<file path="config.mk">
export PLATFORM = sky130hd
export DESIGN_NAME = a2d_sequencer
export DESIGN_NICKNAME = d
export VERILOG_FILES = /design/src/rtl/a2d_sequencer.sv
export SDC_FILE = /design/constraint.sdc
export NUM_CORES = 1
export LEC_CHECK = 0
export ABC_AREA = 0
export CAP_MARGIN = 20
export CORE_UTILIZATION = 40
export CTS_CLUSTER_DIAMETER = 60
export DETAILED_ROUTE_END_ITERATION = 6
export DONT_BUFFER_PORTS = 1
export PLACE_DENSITY = 0.56
export SLEW_MARGIN = 25
export SYNTH_ARGS = -nofsm -noshare
export SYNTH_HDL_FRONTEND = slang
export SYNTH_SLANG_ARGS = --single-unit
export TNS_END_PERCENT = 100
</file>
<file path="constraint.sdc">
create_clock -name clk -period 3 [get_ports clk]
set_input_delay 0.75 -clock clk [delete_from_list [all_inputs] [get_ports clk]]
set_output_delay 0.75 -clock clk [all_outputs]
set_load 0.01 [all_outputs]
</file>
<file path="src/rtl/a2d_sequencer.sv">
// rtl/a2d_sequencer.sv - round-robin ADC128S conversion sequencer with battery priority
module a2d_sequencer #(
    parameter logic [2:0] CH_LFT   = 3'd0,
    parameter logic [2:0] CH_RGHT  = 3'd4,
    parameter logic [2:0] CH_STEER = 3'd5,
    parameter logic [2:0] CH_BATT  = 3'd6
) (
    input  logic        clk,
    input  logic        rst_n,
    input  logic        nxt,
    input  logic        batt_req,
    output logic        wrt,
    output logic [15:0] cmd,
    input  logic        done,
    input  logic [15:0] rd_data,
    output logic [11:0] lft_ld,
    output logic [11:0] rght_ld,
    output logic [11:0] steer_pot,
    output logic [11:0] batt,
    output logic        busy,
    output logic        cnv_cmplt,
    output logic [1:0]  cnv_ch
);

    typedef enum logic [1:0] {IDLE, CNV, GAP, RD} state_t;

    state_t     state, state_nxt;
    logic [1:0] slot, rr, sel_slot;
    logic       prio, batt_pend;
    logic       start, second_wrt, finish;

    function automatic logic [2:0] chan_of(input logic [1:0] s);
        case (s)
            2'd0:    chan_of = CH_LFT;
            2'd1:    chan_of = CH_RGHT;
            2'd2:    chan_of = CH_STEER;
            default: chan_of = CH_BATT;
        endcase
    endfunction

    // A coincident batt_req is honoured by the conversion it arrives with.
    assign sel_slot = (batt_pend | batt_req) ? 2'd3 : rr;
    assign busy     = (state != IDLE);

    always_comb begin
        state_nxt  = state;
        start      = 1'b0;
        second_wrt = 1'b0;
        finish     = 1'b0;
        case (state)
            IDLE: if (nxt) begin
                start     = 1'b1;
                state_nxt = CNV;
            end
            CNV: if (done) state_nxt = GAP;
            GAP: begin
                second_wrt = 1'b1;
                state_nxt  = RD;
            end
            RD: if (done) begin
                finish    = 1'b1;
                state_nxt = IDLE;
            end
            default: state_nxt = IDLE;
        endcase
    end

    always_ff @(posedge clk or negedge rst_n) begin
        if (!rst_n) begin
            state     <= IDLE;
            wrt       <= 1'b0;
            cmd       <= 16'h0000;
            slot      <= 2'd0;
            prio      <= 1'b0;
            rr        <= 2'd0;
            batt_pend <= 1'b0;
            lft_ld    <= 12'h000;
            rght_ld   <= 12'h000;
            steer_pot <= 12'h000;
            batt      <= 12'h000;
            cnv_cmplt <= 1'b0;
            cnv_ch    <= 2'd0;
        end else begin
            state     <= state_nxt;
            wrt       <= start | second_wrt;
            cnv_cmplt <= finish;
            if (start) begin
                slot <= sel_slot;
                prio <= batt_pend | batt_req;
                cmd  <= {2'b00, chan_of(sel_slot), 11'h000};
            end
            if (start)
                batt_pend <= 1'b0;
            else if (batt_req)
                batt_pend <= 1'b1;
            // The first transaction only selects the mux; only the second read is kept.
            if (finish) begin
                case (slot)
                    2'd0:    lft_ld    <= rd_data[11:0];
                    2'd1:    rght_ld   <= rd_data[11:0];
                    2'd2:    steer_pot <= rd_data[11:0];
                    default: batt      <= rd_data[11:0];
                endcase
                cnv_ch <= slot;
                if (!prio) rr <= rr + 2'd1;
            end
        end
    end

endmodule

</file>
After elaboration in Yosys (flattened, before gate mapping)
Cells that the tools add are included.
Widths: inputs -> output; s select.
{"block": "op_classes", "add_sub_neg": 1, "multipliers": 0, "div": 0, "magnitude_cmp": 0, "eq_ne": 10, "shifts": 0, "muxes": 13, "n_bitwise": 4, "n_reduce_logical": 12}
{"op": "$reduce_and 2->1", "count": 5}
{"op": "$pmux 3 s3", "count": 1}
{"op": "$eq 2x2->1 const B", "count": 4}
{"op": "$mux 2", "count": 4}
{"op": "$pmux 2 s4", "count": 1}
{"op": "$mux 1", "count": 7}
{"op": "$eq 2x1->1 const B", "count": 3}
{"op": "$logic_not 2->1", "count": 3}
{"op": "$ne 2x2->1 const B", "count": 3}
{"op": "$reduce_bool 2->1", "count": 2}
{"op": "$reduce_and 3->1", "count": 1}
{"op": "$reduce_or 3->1", "count": 1}
{"op": "$add 2x1->2 const B", "count": 1}
{"op": "$not 1->1", "count": 2}
{"op": "$or 1x1->1", "count": 2}
{"block": "totals", "reg_bits": 63, "latchBits": 0, "ram_bits": 0, "mem_bits_ro": 0, "input_bits": 21, "output_inout_bits": 69, "wordCells": 53, "mem_count": 0}

Longest topological paths before layout
Gate-level depths: netlist of the first run.
{"block": "depth", "word_depth": 4, "mapped_depth": 6, "mapped_depth_nobuf": 5}

Worst setup path after synthesis of the first run
OpenSTA, ideal clock, no wires.
{"block": "synth_timing", "path_type": "input port to flip-flop", "start": "input port done", "end": "register lft_ld[10]", "setup_ns": 0.125, "arrival_time_ns": 1.522, "t_required_ns": 2.875, "path_slack_ns": 1.353, "stages": 4, "n_path_buf": 1, "path_cell_list": "nand2_4 > nor3_2 > buf_4 > mux2_2"}
{"block": "synth_via", "elab_chain_cells": 3}
{"element": "start, declared", "line": "14", "text": "input logic done,"}
{"element": "$mux 1", "line": "60", "text": "RD: if (done) begin"}
{"element": "$mux 1", "line": "50", "text": "case (state)"}
{"element": "$reduce_and 2->1 (no source line)"}
{"element": "end signal, assigned", "line": "99", "text": "2'd0: lft_ld <= rd_data[11:0];"}
{"element": "end, declared", "line": "16", "text": "output logic [11:0] lft_ld,"}
Every way passes these cells.
A chain may end at the register's enable or synchronous reset.

Final worst setup path of the first run
{"block": "layout_timing", "start": "register state[0]", "end": "output port busy"}
{"block": "layout_via", "elab_chain_cells": 1}
{"element": "start, declared", "line": "27", "text": "state_t state, state_nxt;"}
{"element": "start signal, assigned", "line": "84", "text": "state <= state_nxt;"}
{"element": "$reduce_bool 2->1", "line": "43", "text": "assign busy = (state != IDLE);"}
{"element": "end, declared", "line": "20", "text": "output logic busy,"}
Every way passes these cells.

==> metrics.yaml, run 1 <==
synth:
  synth_area_leaders: "dfrtp_1, mux2_4, mux2_2"
  yosys_warnings: 0
  seq_area_frac_synth: 0.585
  yosysMostFrequentCell: "dfrtp_1"
  synth_cells: 176
  syn-cell-area_um2: 2700
  synth_top_area_cell: "dfrtp_1"
  postSynth.asyncResetShare: 1.00
  synth_seq_cells: 63
  synth.distinct_cells: 25
  yosysTopAreaCellShare: 0.585
  synth_common_cells: "dfrtp_1, mux2_4, mux2_2"
  synth_area_per_cell_um2: 15.3
  synth_ff_type: "dfrtp_1"
  synth_edf_count: 0
finish:
  n_fill_cell: 559
  finalNonFillerCells: 264
  antenna_cells: 0
  fin_area_um2: 2910
  synthToLayoutAreaGrowth_pct: 7.84
  drive_gt1_frac: 0.380
  fin_nets: 208
clocking:
  cts.sinks: 63
  clock_path_buffers: 2
  hold_buffers: 0
  numCtsBuffers: 9
  cts_resized: 0
  cts-root-buf: "clkbuf_8"
  clkTransAtPathRegs_ns: 0.07
  cts_htree_levels: 3
  post_cts_buffers: 0
  tritoncts: "done"
  clk_latency_ns: 0.33
global_routing:
  grt_pass1_vias: 1444
  antenna_found_initial: 0
  globalRouteOverflowTotal: 0
  track_usage: 0.150
  grt_max_degree: 64
  grt_pass1_wl_um: 7960
critical_path:
  criticalPathCategory: "reg2out"
  ff2ff_setup_slack_ns: 1.21
  r2r_cells: 5
  r2r_start: "state[0]"
  cp_common_cell: "inv_1"
  cp-start-kind: "flip-flop"
  crit_path_cell_trace: "inv_1, ha_1, inv_1"
  slowest_delay_ns: 0.41
  worst-path-max-fanout: 4
  arrival_ns: 1.21
  crit_slowest_cell: "dfrtp_1"
  endpoint_kind: "primary output"
  rr_endpoint: "rght_ld[0]"
  cp.required_ns: 2.25
worst_hold_path:
  hp-class: "in2async"
power_and_ir_drop:
  ir_drop_mv: 0.365
  p_leak_nw: 1.45
  cellPowerDensity_nw_per_um2: 1130
outcome:
  violations: "DRC"
  status: "finished, violations left"
timing:
  setup_tns_ns: 0
  hold_viol_final: 0
  post-route-period-util: 0.654
  setup_viol: 0
  period_minus_slack_ns: 1.96
  fmax_mhz: 509
  rsz0062_at_grt: "false"
  relSlewSlack: 0.649
  fin_skew_ns: 0.00689
  drv_slew: 0
  worst_pin_slew_ns: 0.524
  setup_slack_ns: 1.04
job:
  maxCapViolations: 0
floorplanning:
  core-area_um2: 6420
  die_height_um: 84.1
  start_util: 0.420
  num_rows: 29
  ios: 90
  die-area_um2: 7070
  die_x_um: 84.1
placed_design:
  dp_hpwl_um: 3300
  postPlaceCellArea_um2: 2700
  dpl.cell_count: 248
  gp_congestion: 0.678
  place_ws_ns: 1.10
  portBuffers: 0
drt:
  vias: 1351
  routed_wl_um: 4870
  drtAntennaViolNets: 0
  drtIter0Drc: 42
  vias_per_cell: 5.12
  drc: 14
  wl_per_cell_um: 18.4
  first_pass_iters: 6
power by group:
| part | switching [mW] | internal [mW] | total (mW) |
|---|---|---|---|
| Clock | 0.303 | 0.466 | 0.769 |
| Sequential | 0.496 | 1.26 | 1.75 |
| Combinational | 0.268 | 0.499 | 0.767 |
sequential cells by signal (all words and copies together), names as in the netlist:
register / flops
batt: 12
batt_pend: 1
cmd: 3
cnv_ch: 2
cnv_cmplt: 1
lft_ld: 12
prio: 1
rght_ld: 12
rr: 2
slot: 2
state: 2
steer_pot: 12
wrt: 1
how the worst max path moves through the flow:
| stage | from | depth (start not counted) | slack, ns | to |
|---|---|---|---|---|
| global route | state[0] | 3 | 0.94 | busy |
| finish | state[0] | 3 | 1.04 | busy |
| CTS | state[0] | 3 | 1.02 | busy |
| floorplan | done | 4 | 1.35 | lft_ld[10] |
| detailed placement | done | 4 | 1.10 | rght_ld[2] |
| global placement | done | 4 | 1.09 | rght_ld[4] |
area by class of cell:
type / instances / area [µm²] / share of cell area
Clock buffer: 12 / 135 / 0.0465
Clock inverter: 4 / 70.1 / 0.0241
Inverter: 4 / 20.0 / 0.00688
Multi-Input combinational cell: 103 / 1000 / 0.345
Sequential cell: 63 / 1580 / 0.542
Tap cell: 77 / 96.3 / 0.0331
Timing Repair Buffer: 1 / 7.51 / 0.00258
per-stage QoR:
| step | hold WS (ns) | util | power, mW |
|---|---|---|---|
| 5_1_grt | 0.0742 | 0.453 | 3.49 |
| 2_1_floorplan | 0.454 | - | 2.36 |
| 3_5_place_dp | 0.456 | 0.421 | 2.54 |
| 3_3_place_gp | 0.456 | 0.421 | 2.48 |
| 6_report | 0.107 | 0.453 | 3.29 |
| 4_1_cts | 0.0845 | 0.453 | 3.33 |
critical path, delay by kind of cell (launching register included):
kind	cells	cell delay [ns]
fa+ha+maj	1	0.23
flops	1	0.41
buf+inv	2	0.25
routing by layer:
metal | GRT usage | wire length (µm) | up-vias
li1 | - | - | 588
met1 | 0.169 | 1950 | 698
met2 | 0.247 | 2470 | 55
met3 | 0.0544 | 349 | 10
met4 | 0.0846 | 96 | 0
met5 | 0 | 0 | -
layout by cell type (no fill, tap or decap), drive strengths merged:
| master | count |
|---|---|
| buf | 1 |
| inv | 3 |
| conb | 13 |
| a21oi | 4 |
| xor2 | 2 |
| nor2 | 5 |
| o22ai | 1 |
| dfrtp | 63 |
| mux2i | 1 |
| nand2b | 1 |
| nor3b | 1 |
| clkinv | 3 |
| mux2 | 51 |
| nor3 | 3 |
| o21ai | 4 |
| bufinv | 2 |
| nand3b | 2 |
| nand2 | 8 |
| clkbuf | 12 |
| nand3 | 1 |
| ha | 5 |
| a21o | 1 |
logic make-up after synthesis:
kind of cell,count (synthesis),synth area share
AOI/OAI and AO/OA,10,0.0200
xor gates and xnor gates,2,0.00650
adders and majority gates,5,0.0232
buffers and inverters,22,0.0603
DFF,63,0.585
muxes,52,0.258
other,1,0.00139
and+or+nand+nor,21,0.0455
Power figures use the tool's default switching activity.
==> inputs of run 2 (changes only) <==
clock period = 1.95 ns   (was 3 ns; I/O delays follow)
==> run 2 against run 1 <==
Effect of this change: the run ends with DRC, hold timing left; clock-buffer cell count rose by 1; clock power rose by 23%; sequential power rose by 54%; flip-flop and latch count did not move; total power rose by 47%; combinational power rose by 56%; die area did not move; clock skew fell by 0.0030 ns; first-iteration DRC count rose by 33%; setup slack got worse by 0.79 ns; core utilization rose by 0.14 points; cell area rose by 0.30%; critical path type is now reg2reg; largest cell class unchanged; highest routed layer unchanged.
==> metrics.yaml, run 2 (synthesized netlist as in run 1, its figures left out) <==
outcome:
  status: "finished, violations left"
  violations: "DRC, hold timing"
drt:
  vias_per_cell: 5.00  # -2.3%
  drc: 14  # unchanged
  drtAntennaViolNets: 0  # unchanged
  wl_per_cell_um: 18.0  # -2.5%
  routed_wl_um: 4800  # -1.4%
  first_pass_iters: 5  # -1
  vias: 1335  # -1.2%
  drtIter0Drc: 56  # +33%
critical_path:
  criticalPathCategory: "reg2reg"
  cp-start-kind: "flip-flop"
  endpoint_kind: "flip-flop"
  critPathTopFamily: "flip-flops"
  crit_slowest_cell: "dfrtp_1"
  path_buf_inv: 2  # unchanged
  crit_path_cell_trace: "ha_1, nand2_4, clkinv_4, nand3b_2, buf_4, mux2_4"
  ff2ff_setup_slack_ns: 0.24  # -0.97 ns
  arrival_ns: 1.91  # +0.70 ns
  slowest_delay_ns: 0.41  # about the same
  cp.required_ns: 2.16  # -0.09 ns
  worst-path-max-fanout: 6  # +2
finish:
  layout_common_cells: "dfrtp_1, mux2_4, mux2_2"
  fin_nets: 213  # +2.4%
  antenna_cells: 0  # unchanged
  drive_gt1_frac: 0.395  # +0.0151
  final_common_cell: "dfrtp_1"
  synthToLayoutAreaGrowth_pct: 8.17
timing:
  fmax_mhz: 586
  period_minus_slack_ns: 1.71
  drv_slew: 0  # unchanged
  holdWs_ns: -0.146  # -0.254 ns
  setup_viol: 0  # unchanged
  rsz0062_at_grt: "false"
  hold_viol_final: 63  # +63
  setup_tns_ns: 0  # unchanged
  fin_skew_ns: 0.00385  # -0.00304 ns
  post-route-period-util: 0.875
clocking:
  cts_htree_levels: 3  # unchanged
  numCtsBuffers: 9  # unchanged
  cts_resized: 0  # unchanged
  post_cts_buffers: 0  # unchanged
  clock_path_buffers: 2  # unchanged
  cts-root-buf: "clkbuf_8"
  cts.sinks: 63  # unchanged
  clk_latency_ns: 0.32  # about the same
  clkTransAtPathRegs_ns: 0.06  # about the same
  tritoncts: "done"
global_routing:
  grt_pass1_vias: 1475  # +2.1%
  grt_max_degree: 64  # unchanged
  antenna_found_initial: 0  # unchanged
  grt_pass1_wl_um: 8000  # +0.53%
  track_usage: 0.149  # -0.000874
  globalRouteOverflowTotal: 0  # unchanged
worst_hold_path:
  hp-class: "in2async"
placed_design:
  portBuffers: 0  # unchanged
  gp_congestion: 0.738  # +8.8%
  dp_hpwl_um: 3340  # +1.1%
power_and_ir_drop:
  cellPowerDensity_nw_per_um2: 1660  # +47%
  ir_drop_mv: 0.636  # +74%
  power_mw: 4.84  # +47%
  p_leak_nw: 1.45  # +0.58%
floorplanning:
  die_height_um: 84.1  # unchanged
  die_x_um: 84.1  # unchanged
  die-area_um2: 7070  # unchanged
  core-area_um2: 6420  # unchanged
  num_rows: 29  # unchanged
  ios: 90  # unchanged
  start_util: 0.420  # unchanged
job:
  maxCapViolations: 0  # unchanged
## run 2: per-stage QoR
| step | hold slack, ns | setup WS, ns | utilization | cell area (µm²) | instances |
|---|---|---|---|---|---|
| finish | -0.146 | 0.244 | 0.454 | 2920 | 267 |
| global route | -0.178 | 0.106 | 0.454 | 2920 | 267 |
| CTS | -0.167 | 0.209 | 0.454 | 2920 | 267 |
| detailed placement | 0.193 | 0.208 | 0.429 | 2750 | 253 |
| global placement | 0.193 | 0.259 | 0.429 | 2750 | 253 |
| floorplan | 0.192 | 0.464 | - | 2740 | 188 |
## run 2: final cells by class
cell class                 count  area (µm²)
fill                         552        3510
multi-input combinational    103        1000
sequential                    63        1580
clock buffer                  13         159
inverter                       4        20.0
tap                           77        96.3
clock inverter                 1        5.00
timing repair buffer           6        57.6
## run 2: report_power, final
part	internal [mW]	switching, mW
sequential	1.94	0.754
combinational	0.785	0.417
clock	0.515	0.430
total	3.24	1.60
## run 2: routing by layer
metal | vias to the layer above | GRT usage | share of wire
li1 | 593 | - | -
met1 | 683 | 0.175 | 0.40
met2 | 52 | 0.239 | 0.51
met3 | 7 | 0.0613 | 0.076
met4 | 0 | 0.0690 | 0.011
met5 | - | 0 | 0
## run 2: path summary, 6_finish.rpt
kind | startpoint | endpoint | cells past startpoint
setup / recovery | state[0] | rght_ld[7] | 6
hold / removal | rst_n | lft_ld[4] | 0
setup reg to reg | state[0] | rght_ld[7] | 6
hold reg to reg | prio | prio | 2
max in group asynchronous | rst_n | batt[8] | 0
min in group clk | nxt | batt_pend | 1
